### config.mk
export PLATFORM = sky130hd
export DESIGN_NAME = time_bcd_convert
export DESIGN_NICKNAME = d
export VERILOG_FILES = /design/src/rtl/clock_pkg.sv /design/src/rtl/bcd_dabble6.sv /design/src/rtl/time_bcd_convert.sv
export SDC_FILE = /design/constraint.sdc
export NUM_CORES = 1
export LEC_CHECK = 0
export ABC_AREA = 1
export ABC_CLOCK_PERIOD_IN_PS = 1800
export CORE_MARGIN = 1
export CORE_UTILIZATION = 56
export CTS_BUF_LIST = sky130_fd_sc_hd__clkbuf_4 sky130_fd_sc_hd__clkbuf_8
export DETAILED_ROUTE_END_ITERATION = 12
export GPL_TIMING_DRIVEN = 0
export MAX_ROUTING_LAYER = met4
export PLACE_DENSITY = 0.84
export SYNTH_ARGS = -nofsm -noshare
export SYNTH_HDL_FRONTEND = slang
export SYNTH_SLANG_ARGS = --single-unit
### constraint.sdc
create_clock -name clock -period 1.8 [get_ports clock]
set_input_delay 0.27 -clock clock [delete_from_list [all_inputs] [get_ports clock]]
set_output_delay 0.27 -clock clock [all_outputs]
set_load 0.02 [all_outputs]
### src/rtl/clock_pkg.sv
// Shared constants for the minute/second binary-to-BCD converter.
package clock_pkg;

  localparam int unsigned DIGIT_W     = 4;
  localparam int unsigned SHIFT_STEPS = 6;

  localparam logic [DIGIT_W-1:0] BCD_BLANK = 4'hF;

  localparam logic [0:0] StIdle  = 1'b0;
  localparam logic [0:0] StShift = 1'b1;

endpackage

### src/rtl/bcd_dabble6.sv
// Sequential shift-add-3 converter: 6-bit binary into tens/ones digits, one step per enable.
module bcd_dabble6
  import clock_pkg::*;
(
  input  logic               clk_i,
  input  logic               rst_i,
  input  logic               load_i,
  input  logic               step_i,
  input  logic [5:0]         bin_i,
  output logic [DIGIT_W-1:0] tens_next_o,
  output logic [DIGIT_W-1:0] ones_next_o
);

  logic [5:0]         bin_q, bin_d;
  logic [DIGIT_W-1:0] tens_q, tens_d, ones_q, ones_d;
  logic [DIGIT_W-1:0] tens_adj, ones_adj;

  // Outputs are the digits after the current step, so the caller can load them on the final edge.
  always_comb begin
    tens_adj    = (tens_q >= DIGIT_W'(5)) ? tens_q + DIGIT_W'(3) : tens_q;
    ones_adj    = (ones_q >= DIGIT_W'(5)) ? ones_q + DIGIT_W'(3) : ones_q;
    tens_next_o = {tens_adj[DIGIT_W-2:0], ones_adj[DIGIT_W-1]};
    ones_next_o = {ones_adj[DIGIT_W-2:0], bin_q[5]};
  end

  always_comb begin
    bin_d  = bin_q;
    tens_d = tens_q;
    ones_d = ones_q;
    if (load_i) begin
      bin_d  = bin_i;
      tens_d = '0;
      ones_d = '0;
    end else if (step_i) begin
      bin_d  = {bin_q[4:0], 1'b0};
      tens_d = tens_next_o;
      ones_d = ones_next_o;
    end
  end

  always_ff @(posedge clk_i) begin
    if (rst_i) begin
      bin_q  <= '0;
      tens_q <= '0;
      ones_q <= '0;
    end else begin
      bin_q  <= bin_d;
      tens_q <= tens_d;
      ones_q <= ones_d;
    end
  end

endmodule

### src/rtl/time_bcd_convert.sv
// Converts binary minute/second into four BCD display digits over six shift cycles.
module time_bcd_convert
  import clock_pkg::*;
#(
  parameter bit BLANK_LEADING = 1'b0
) (
  input  logic        clock,
  input  logic        reset,
  input  logic [5:0]  minute,
  input  logic [5:0]  second,
  input  logic        start,
  output logic [15:0] bcd,
  output logic        busy,
  output logic        done,
  output logic        err
);

  logic [0:0]         state_q, state_d;
  logic [2:0]         count_q, count_d;
  logic [15:0]        bcd_q, bcd_d;
  logic               done_q, done_d;
  logic               err_q, err_d;
  logic               load, step, last;
  logic [DIGIT_W-1:0] min_tens, min_ones, sec_tens, sec_ones, min_tens_disp;

  assign load = (state_q == StIdle) && start;
  assign step = (state_q == StShift);
  assign last = step && (count_q == 3'(SHIFT_STEPS - 1));

  bcd_dabble6 u_min (
    .clk_i       (clock),
    .rst_i       (reset),
    .load_i      (load),
    .step_i      (step),
    .bin_i       (minute),
    .tens_next_o (min_tens),
    .ones_next_o (min_ones)
  );

  bcd_dabble6 u_sec (
    .clk_i       (clock),
    .rst_i       (reset),
    .load_i      (load),
    .step_i      (step),
    .bin_i       (second),
    .tens_next_o (sec_tens),
    .ones_next_o (sec_ones)
  );

  assign min_tens_disp = (BLANK_LEADING && (min_tens == '0)) ? BCD_BLANK : min_tens;

  always_comb begin
    state_d = state_q;
    count_d = count_q;
    case (state_q)
      StIdle: begin
        if (start) begin
          state_d = StShift;
          count_d = '0;
        end
      end
      StShift: begin
        count_d = count_q + 3'd1;
        if (last) state_d = StIdle;
      end
      default: state_d = StIdle;
    endcase
  end

  // Tens digit of 6 can only come from an out-of-range 60..63 input.
  always_comb begin
    done_d = last;
    bcd_d  = bcd_q;
    err_d  = err_q;
    if (last) begin
      bcd_d = {min_tens_disp, min_ones, sec_tens, sec_ones};
      err_d = (min_tens > DIGIT_W'(5)) || (sec_tens > DIGIT_W'(5));
    end
  end

  always_ff @(posedge clock) begin
    if (reset) begin
      state_q <= StIdle;
      count_q <= '0;
      bcd_q   <= '0;
      done_q  <= 1'b0;
      err_q   <= 1'b0;
    end else begin
      state_q <= state_d;
      count_q <= count_d;
      bcd_q   <= bcd_d;
      done_q  <= done_d;
      err_q   <= err_d;
    end
  end

  assign bcd  = bcd_q;
  assign busy = (state_q == StShift);
  assign done = done_q;
  assign err  = err_q;

endmodule

# After elaboration in Yosys (flattened, before gate mapping)
# Index checks and enable logic that the tools add are counted.
[totals]
output_inout_bits = 19
inputBits = 15
reg_bits = 50
[op_classes]
addsub = 5
mux = 13
n_lt_le_gt_ge = 6
reduce_logical = 5
bitwise = 1
n_eq_ne = 2
[op_table]
columns = ["op", "count"]
rows = [
  ["6-bit two-way mux", 4],
  ["4-bit by 3-bit greater-or-equal comparator with 1-bit output, second input constant", 4],
  ["3-bit two-way mux", 3],
  ["4-bit by 2-bit adder with 4-bit output, second input constant", 2],
  ["4-bit by 3-bit greater-than comparator with 1-bit output, second input constant", 2],
  ["4-bit two-way mux", 2],
  ["3-bit by 2-bit adder with 3-bit output, second input constant", 2],
  ["3-bit case mux with 2 select lines", 1],
  ["3-bit by 1-bit adder with 3-bit output, second input constant", 1],
  ["3-bit == test, second input constant", 1],
  ["1-bit logical AND", 2],
  ["1-bit two-way mux", 2],
  ["2-bit inequality test, second input constant", 1],
  ["1-bit case mux with 2 select lines", 1],
  ["2-bit nonzero test", 1],
  ["2-bit OR reduction", 1],
  ["1-bit logical OR", 1],
  ["1-bit inverter", 1],
]

# Longest topological paths before layout
[logic_depth]
ltp_word = 4
ltp_mapped = 10
mapped_depth_nobuf = 10

# Cells and area by module
# From an unflattened synthesis, not the netlist that was laid out.
[unflattened]
hier_cells = 337
hier_area_um2 = 2524.9
[modules_own_cells]
columns = ["module", "cells_per_inst", "area_per_inst_um2", "seq_area_each_um2", "instances"]
rows = [
  ["bcd_dabble6", 117, 838.3, 280.3, 2],
  ["time_bcd_convert", 103, 848.3, 440.4, 1],
]

# Worst setup path after synthesis
# Ideal clock, no wire load.
[synth_timing]
path_kind = "reg2reg"
from = "reg u_min.ones_q[0]"
to = "reg u_min.ones_q[1]"
path_slack_ps = 566
arrival_time_ps = 1125
path_buffers = 0
setup_ps = 109
stages_incl_launch_ff = 10
path_cell_list = "dfxtp_1 > inv_1 > ha_1 > inv_1 > nand2_1 > nand3_1 > xor2_1 > nand2_1 > nand2_1 > inv_1"
[synth_between]
elab_chain_cells = 2
word_cells_on_any_way = 3
classes_between = "1 x add/sub; 1 x order compare; 1 x mux"
[synth_lines]
columns = ["item", "line", "rtl"]
rows = [
  ["start: declaration", "bcd_dabble6.sv:15", "logic [DIGIT_W-1:0] tens_q, tens_d, ones_q, ones_d;"],
  ["start signal: assignment", "bcd_dabble6.sv:49", "ones_q <= ones_d;"],
  ["4-bit by 2-bit adder with 4-bit output / 4-bit by 3-bit greater-or-equal comparator with 1-bit output (equally long branches)", "bcd_dabble6.sv:21", "ones_adj = (ones_q >= DIGIT_W'(5)) ? ones_q + DIGIT_W'(3) : ones_q;"],
  ["4-bit two-way mux *", "bcd_dabble6.sv:21", ""],
]
# Mark *: on every way between the ends. The rest lies on a longest branch, timed or not.
# A chain may end at the register's enable or synchronous reset.

# Worst setup path in the final report
[layout_timing]
from = "reg state_q, in the netlist busy"
to = "out busy"
[layout_rtl]
columns = ["item", "line", "rtl"]
rows = [
  ["start: declaration", "time_bcd_convert.sv:18", "logic [0:0] state_q, state_d;"],
  ["start signal: assignment", "time_bcd_convert.sv:83", "state_q <= StIdle;"],
  ["start signal: assignment", "time_bcd_convert.sv:89", "state_q <= state_d;"],
  ["end: declaration", "time_bcd_convert.sv:13", "output logic busy,"],
]
# No word-level cell between the ends.

==> flow_summary.ini <==
[status]
outcome = complete, no violations

[critical_path]
critical_path_depth = 1
critPathTopFamily = buffers and inverters
critical_path.cell_chain = clkdlybuf4s50_1
cell_type_of_the_slowest_stage_on_the_worst_timing_path = sky130_fd_sc_hd__clkdlybuf4s50_1
worstSetupStartpointType = flip-flop
critPathRequiredTime_ps = 1530
critical_path_class = flip-flop to output pin
crit_arrival_ps = 1280
critPathCaptureType = output pin
peak_per_stage_delay_on_the_critical_path_ps = 610
crit-reg2reg-launch = u_min.ones_q[0]
crit_buf_inv = 1
crit_start = busy
critical_path.max_fanout = 2
rr_worst_depth = 9

[power]
clock_power_share_pct = 31.9
switching_share_pct = 25.6
p_comb_share_pct = 13.0
power.density_cell_area_nw_per_um2 = 752
power_switching_uw = 544
vdd_drop_max_uv = 441
p_leak_nw = 1.34
p_int_mw = 1.58
power.share.sequential_pct = 55.1

[final_layout]
synthesis_to_layout_area_growth_pct = 20.9
finish.net_count = 391
most_common_library_cell_in_the_layout_ignoring_fill_and_taps = sky130_fd_sc_hd__nand2_1
layout.cell_area.non_filler_sq_um = 2820
filler_cell_count = 353
drive_gt1_share_pct = 8.17
final_core_utilization_pct = 70.6
leading_cell_types_in_the_layout_fill_and_taps_excluded = sky130_fd_sc_hd__nand2_1 (113), sky130_fd_sc_hd__inv_1 (51), sky130_fd_sc_hd__dfxtp_1 (50), sky130_fd_sc_hd__clkdlybuf4s50_1 (33), sky130_fd_sc_hd__a21oi_1 (23)
antenna_cells = 0

[timing]
worst_setup_slack_after_layout_ps = 251
final_slew_viol_count = 0
final.min_clock_period_ps = 1550
max_slew.worst_pin.slew_ps = 455
fmax_mhz = 646
setup_repair_after_global_routing_missed_its_margin = false
setup_viol = 0
fin_skew_ps = 9.18
hold_viol = 0
slew_headroom_pct = 69.7
post-route-period-util_pct = 86.0
totalNegativeSetupSlack_ps = 0

[clocking]
cts_root_buffer = sky130_fd_sc_hd__clkbuf_8
clock_sink_count = 50
number_of_buffers_inserted_to_repair_setup_after_cts = 0
holdBufCountCts = 0
cts_tree = yes
post_cts.resized_instances = 0
cts.reportedPaths.clkPinSlew_ps = 80
cts-root-to-sink-buffers = 2
clock_tree.htree_level_count = 2
clock_buffers_created_by_tritoncts = 5
clock_latency_ps = 310

[global_routing]
grt_start_max_net_pins = 15
overflow_left_after_global_routing = 0
grt_pass1_vias = 1854
grt_pass1_wl_mm = 7.96
antenna_found_initial = 0
gr-usage-all-layers_pct = 24.8

[yosys]
yosys-top-cells-area = sky130_fd_sc_hd__dfxtp_1 (43%), sky130_fd_sc_hd__nand2_1 (18%), sky130_fd_sc_hd__inv_1 (8.2%)
synth-async-reset-ratio_pct = 0
post_synth_inst_count = 326
synth_ff_type = sky130_fd_sc_hd__dfxtp_1
synth_top_cell_by_area = sky130_fd_sc_hd__dfxtp_1
synth_fp_nets = 351
synth.top_cell.area_share_pct = 42.9
synthesis.area_per_instance_sq_um = 7.16
yosysWarnings = 0
synthesis.area_sq_um = 2330
synth_enable_flop_cells = 0
synth_seq_cells = 50
seq_area_frac_synth_pct = 42.9
synth.lib_cells_used.distinct = 25

[route]
detailroute.via_count = 2137
ant_nets = 0
routed_wl_mm = 4.82
drc = 0
dr.pass1.iters = 4
wire_per_inst_microns = 11.5
dr.first_iter.drc_count = 109
vias_per_cell = 5.12

[place]
dpl_cell_area_sq_um = 2730
globalplace.congestion = 0.814
port_buffers = 33
detailedPlacementHpwl_mm = 3.56
placement.setup.worst_slack_ps = 127

[worst_hold_path]
hold_path.class = flip-flop to flip-flop
whs_path_depth = 2
min-delay-start = bcd[13]

[floorplanning]
floorplan.die_area_sq_um = 4430
die_y_microns = 66.6
initial_utilization_pct = 58.4
io_pins = 34
fp.coreArea_sq_um = 4000
placement_rows = 23
die_w_microns = 66.6

[run]
maxCapViolations = 0
-- synthesized netlist by cell type, types with 4 or more instances --
master and n:
sky130_fd_sc_hd__a21oi_1 23, sky130_fd_sc_hd__nand3_1 16, sky130_fd_sc_hd__buf_6 4, sky130_fd_sc_hd__o21ai_1 9
sky130_fd_sc_hd__dfxtp_1 50, sky130_fd_sc_hd__nand2_1 113, sky130_fd_sc_hd__inv_2 4, sky130_fd_sc_hd__o21ai_0 18
sky130_fd_sc_hd__nand4_1 5, sky130_fd_sc_hd__inv_1 51, sky130_fd_sc_hd__ha_1 10
-- worst paths after layout --
path	endpoint	slack (ps)
max	busy	250
min	bcd[13]	450
max reg2reg	u_min.ones_q[1]	370
min reg2reg	bcd[13]	450
-- cell type report --
class | count | area, sq um | share of cell area [%]
multi-input cells | 209 | 1030 | 36.7
clock buffers | 7 | 90.1 | 3.19
repair buffers | 33 | 330 | 11.7
clock inverters | 1 | 5.00 | 0.177
flip-flops and latches | 50 | 1000 | 35.5
inverters | 56 | 213 | 7.54
well taps | 50 | 62.6 | 2.22
plain buffers | 11 | 86.3 | 3.06
-- power by group through the flow --
stage | clock network, mW | logic [mW] | registers (mW)
6_report | 0.678 | 0.276 | 1.17
5_1_grt | 0.739 | 0.314 | 1.17
4_1_cts | 0.693 | 0.277 | 1.17
3_5_place_dp | 0 | 0.275 | 1.19
3_3_place_gp | 0 | 0.266 | 1.19
2_1_floorplan | 0 | 0.188 | 1.19
-- state kept, by name, indices dropped and copies added, names as in the netlist --
signal,count
u_sec.bin_q,6
u_min.tens_q,4
done,1
u_min.ones_q,4
count_q,3
u_min.bin_q,6
err,1
u_sec.ones_q,4
busy,1
u_sec.tens_q,4
bcd,16
-- cell families (layout without fill, tap and decap cells) --
kind of cell / Yosys count / in the layout / share of synthesized area [%]
XOR/XNOR: 1 / 1 / 0.375
AO/OA/AOI/OAI: 54 / 54 / 12.1
adder cells (fa/ha/maj): 10 / 10 / 5.36
flip-flops: 50 / 50 / 42.9
AND/OR/NAND/NOR: 144 / 144 / 26.5
buffers and inverters: 67 / 108 / 12.8
-- layer usage --
layer | share of wire (%) | GRT usage [%] | up-vias
li1 | - | - | 1088
met1 | 44 | 26.9 | 990
met2 | 51 | 44.3 | 52
met3 | 4.0 | 5.31 | 7
met4 | 1.2 | 8.78 | 0
met5 | 0 | - | -
-- per-stage QoR --
step	power [mW]	hold WS, ps	cells
after floorplan	1.38	339	326
after global placement	1.46	435	409
after detailed placement	1.47	444	409
after CTS	2.14	456	417
after global routing	2.23	473	417
final	2.12	454	417
(Power assumes the default switching activity.)
==> RTL change 1 (same settings) <==
Change the parameter `BLANK_LEADING` from 1'b0 to 1'b1.
--- a/src/rtl/time_bcd_convert.sv
+++ b/src/rtl/time_bcd_convert.sv
@@ -2,7 +2,7 @@
 module time_bcd_convert
   import clock_pkg::*;
 #(
-  parameter bit BLANK_LEADING = 1'b0
+  parameter bit BLANK_LEADING = 1'b1
 ) (
   input  logic        clock,
   input  logic        reset,
Formal check against the unedited RTL: not equivalent (Yosys sat finds a counterexample within 10 cycles, from zero or initial values and one cycle with reset high).
==> RTL change 1 against the original RTL <==
Core utilization increased by 0.79 points. Via count rose by 0.56%. First-iteration DRC count rose by 24%. Worst hold slack gained 0.0093 ns. Power increased by 3.5%. Sequential share of layout area decreased by 0.89 points. Area after synthesis is 2.5% higher. Sequential cell count unchanged. Sequential power barely moved. Final area grew 2.6%. Worst setup slack worse by 0.068 ns. Routed wire length rose by 2.1%. Critical path type unchanged. Highest routed layer unchanged.
==> RTL change 1: results (changes against the original RTL) <==
- Worst-path fanout max: 4 (+2)
- Sequential cell power: 1170 uW (about the same)
- Top FF cell, synth: dfxtp_1
- Synth area leaders: dfxtp_1, nand2_1, inv_1
- FF/Latch Area: 1000 um^2 (unchanged)
- Run status: finished, final reports clean
- Post-CTS Setup Inserts: 0 (unchanged)
- Post-Syn Nets: 359 (+2.3%)
- Fill cells: 340 (-3.7%)
- Wirelength, routed: 4920 um (+2.1%)
- Buffer share of cell area: 14.6% (-0.20 points)
- Worst skew pair latency: 0.31 ns (about the same)
- Final GP Congestion: 0.955 (+17%)
- Global-route wire length before repair: 8400 um (+5.6%)
- CTS Buf Count: 5 (unchanged)
- Hold path endpoint: u_sec.bin_q[0]$_SDFFE_PP0P_
- Bufs w/o clock: 45 (+2.3%)
- Library cells used by synthesis: 25 (unchanged)
- FF-to-FF Start: u_min.tens_q[0]$_SDFFE_PP0P_
- Total GRT Usage: 26.0% (+1.2 points)
- Layout cell share with drive strength beyond 1: 8.27% (+0.092 points)
- Dpl hpwl: 3630 um (+1.9%)
- Drt first pass iters: 4 (unchanged)
- Worst IR Drop VDD: 494 uV (+12%)
- Relative slew margins: 71.9% (+2.2 points)
- Combinational power share: 12.8% (-0.2 points)
- Slowest-stage cell, CP: clkdlybuf4s50_1
- Invs w/o clock: 53 (-5.4%)
- Crit path DAT: 1.35 ns (+0.07 ns)
- Synth top cells by count: nand2_1, dfxtp_1, inv_1
- Number of nets in the finished design: 399 (+2.0%)
- Critical hold path startpoint: u_sec.bin_q[0]$_SDFFE_PP0P_
- Worst Skew: 0.00621 ns (-0.00297 ns)
- Via density: 5.06 (-1.3%)
- Initial DRC Count: 135 (+24%)
- Multi-Input Combinational: 219 (+4.8%)
- Synth async-reset ratio: 0% (unchanged)
- Worst R2R End: bcd[14]$_SDFFE_PP0P_
- Cells after synthesis: 334 (+2.5%)
- Area of the multi-input gates: 1100 um^2 (+6.4%)
- Vias in the first global route: 1903 (+2.6%)
- ClkCell Share: 3.80% (+0.43 points)
- Post-CTS sizing: 0 (unchanged)
- Pint: 1650 uW (+4.3%)
- H-tree Lvls: 2 (unchanged)
- Hold path cells: 2 (unchanged)
- Static leakage: 0.00139 uW (+3.6%)
- Sequential area share after synthesis: 41.8% (-1.0 points)
- Clkbuf count: 8 (+1)
- R2r setup slk: 0.31 ns (-0.06 ns)
- Max stage delay on crit path: 0.63 ns (+0.02 ns)
- Clock Path Buffers: 2 (unchanged)
- Initial antenna violation count: 0 (unchanged)
- R2R depth: 11 (+2)
-- RTL change 1: stage by stage --
| stage | power [uW] | instances | setup WS, ns | hold slack, ns | area [um^2] |
|---|---|---|---|---|---|
| finish | 2200 | 425 | 0.184 | 0.463 | 2900 |
| global route | 2320 | 425 | 0.119 | 0.487 | 2900 |
| CTS | 2220 | 425 | 0.170 | 0.464 | 2900 |
| detailed placement | 1480 | 417 | 0.146 | 0.450 | 2790 |
| global placement | 1470 | 417 | 0.169 | 0.446 | 2790 |
| floorplan | 1390 | 334 | 0.502 | 0.339 | 2390 |
-- RTL change 1: kinds of logic (layout without fill, tap and decap cells) --
logic type                 after synthesis  after routing  share of synthesized area, %
adders and majority gates               10             10                          5.23
and+or+nand+nor                        150            150                          27.7
xor gates and xnor gates                 2              2                         0.732
buffers and inverters                   65            106                          12.1
AOI/OAI and AO/OA                       57             57                          12.3
DFF                                     50             50                          41.8
-- RTL change 1: how the worst max path moves through the flow --
stage / startpoint / endpoint / slack, ns / depth (start not counted)
after floorplan: u_min.tens_q[0]$_SDFFE_PP0P_ / bcd[12]$_SDFFE_PP0P_ / 0.50 / 11
after global placement: reset / u_sec.tens_q[2]$_SDFFE_PP0P_ / 0.17 / 7
after detailed placement: reset / u_sec.bin_q[3]$_SDFFE_PP0P_ / 0.15 / 6
after CTS: busy$_SDFF_PP0_ / busy / 0.17 / 1
after global routing: busy$_SDFF_PP0_ / busy / 0.12 / 1
final: busy$_SDFF_PP0_ / busy / 0.18 / 1
-- RTL change 1: routing by layer --
| layer | track usage (%) | wire, um | vias to the layer above |
|---|---|---|---|
| li1 | - | - | 1132 |
| met1 | 29.1 | 2140 | 957 |
| met4 | 8.51 | 63 | 0 |
| met3 | 6.76 | 247 | 5 |
| met5 | - | 0 | - |
| met2 | 44.9 | 2470 | 55 |
==> RTL change 2 (same flow settings) <==
Without the edit above. Make the reset (`reset` and `rst_i`) asynchronous in 2 clocked blocks.
--- a/src/rtl/bcd_dabble6.sv
+++ b/src/rtl/bcd_dabble6.sv
@@ -38,7 +38,7 @@
     end
   end
 
-  always_ff @(posedge clk_i) begin
+  always_ff @(posedge clk_i or posedge rst_i) begin
     if (rst_i) begin
       bin_q  <= '0;
       tens_q <= '0;
--- a/src/rtl/time_bcd_convert.sv
+++ b/src/rtl/time_bcd_convert.sv
@@ -78,7 +78,7 @@
     end
   end
 
-  always_ff @(posedge clock) begin
+  always_ff @(posedge clock or posedge reset) begin
     if (reset) begin
       state_q <= StIdle;
       count_q <= '0;
Formal check against the unedited RTL: differs if reset is asserted again (counterexample within 4 cycles, from zero or initial values and one cycle with reset high); with reset held inactive, the same outputs for 10 cycles.
==> RTL change 2 against the original RTL <==
Global-route usage is 0.52 points higher. Final area fell by 0.62%. Area after synthesis fell by 0.96%. Sequential cell count unchanged. Worst setup slack worse by 0.0097 ns. Routed wire length is 2.1% lower.
Power is not compared: it rests on default switching activity, and its combinational part moved more than twofold at a synthesized area within 25%.
==> RTL change 2: results (changes against the original RTL) <==
- Critical Path Start: bcd[0]$_DFFE_PP0P_
- Final GP Congestion: 0.857 (+5.3%)
- Worst R2R End: u_min.ones_q[1]$_DFFE_PP0P_
- Global-route wire length before repair: 7980 um (+0.26%)
- Synth top cells by count: nand2_1, dfrtp_1, inv_1
- Cells after synthesis: 257 (-21%)
- FF/Latch Area: 1250 um^2 (+25%)
- Clkbuf count: 6 (-1)
- Post-Syn Nets: 282 (-20%)
- Multi-Input Combinational: 155 (-26%)
- Library cells used by synthesis: 21 (-16%)
- Top FF cell, synth: dfrtp_1
- Synth area leaders: dfrtp_1, nand2_1, o21ai_0
- Comb group: ~2600 uW
- Bufs w/o clock: 43 (-2.3%)
- Sequential area share after synthesis: 54.1% (+11 points)
- R2r setup slk: 0.33 ns (-0.04 ns)
- CP Capture Point: bcd[0]
- Worst hold path class: input port to async pin
- Post-Place Cells: 339 (-17%)
- Initial DRC Count: 89 (-18%)
- Total GRT Usage: 25.3% (+0.52 points)
- Fmax: 642 MHz (-0.62%)
- Routing usage on met2: 39.2% (-5.2 points)
- FF-to-FF Start: u_min.ones_q[0]$_DFFE_PP0P_
- Fill cells: 296 (-16%)
- Vias in the first global route: 1814 (-2.2%)
- Finished Core Util: 73.8% (+3.3 points)
- Worst Max-Slew Pin Slew: 0.559 ns (+0.104 ns)
- Placed cell area: 2720 um^2 (-0.18%)
- Area of the multi-input gates: 841 um^2 (-19%)
- Crit path DAT: between 1 and 1.5 ns
- Layout cell share with drive strength beyond 1: 7.07% (-1.1 points)
- Hold WS: 0.315 ns (-0.139 ns)
- Post-CTS sizing: 0 (unchanged)
- Number of nets in the finished design: 323 (-17%)
- Synth async-reset ratio: 100% (+100 points)
- Worst Skew: 0.00828 ns (-0.000896 ns)
- Largest net degree at the start of global routing: 29 (+14)
- Run status: finished, final reports clean
- ClkCell Share: 2.94% (-0.42 points)
- Post-Place Worst Slack: 0.236 ns (+0.109 ns)
- Initial antenna violation count: 0 (unchanged)
- GRT met3 Usage: 6.38% (+1.1 points)
- Via density: 5.36 (+4.6%)
- Wirelength, routed: 4720 um (-2.1%)
- Dpl hpwl: 3360 um (-5.5%)
- Area growth from synthesis to layout: 21.3%
-- RTL change 2: changes by cell type after synthesis, sizes merged, moves of 6 or more --
| cell | unedited run | this run |
|---|---|---|
| a21oi | 23 | 0 |
| dfrtp | 0 | 50 |
| dfxtp | 50 | 0 |
| inv | 56 | 43 |
| nand2 | 116 | 72 |
| nand3 | 17 | 6 |
| o21ai | 27 | 33 |
| o221ai | 0 | 8 |
| o22ai | 0 | 14 |
-- RTL change 2: per-layer routing --
layer | vias up | wire, um
li1 | 916 | -
met1 | 879 | 2170
met2 | 46 | 2260
met3 | 9 | 204
met4 | 0 | 77
met5 | - | 0
-- RTL change 2: cells by family after synthesis --
kind of cell / count (synthesis) / share of synthesized area (%)
flip-flops: 50 / 54.1
AND/OR/NAND/NOR: 84 / 15.0
buffers and inverters: 52 / 9.52
adder cells (fa/ha/maj): 10 / 5.41
XOR/XNOR: 2 / 0.758
AO/OA/AOI/OAI: 59 / 15.2
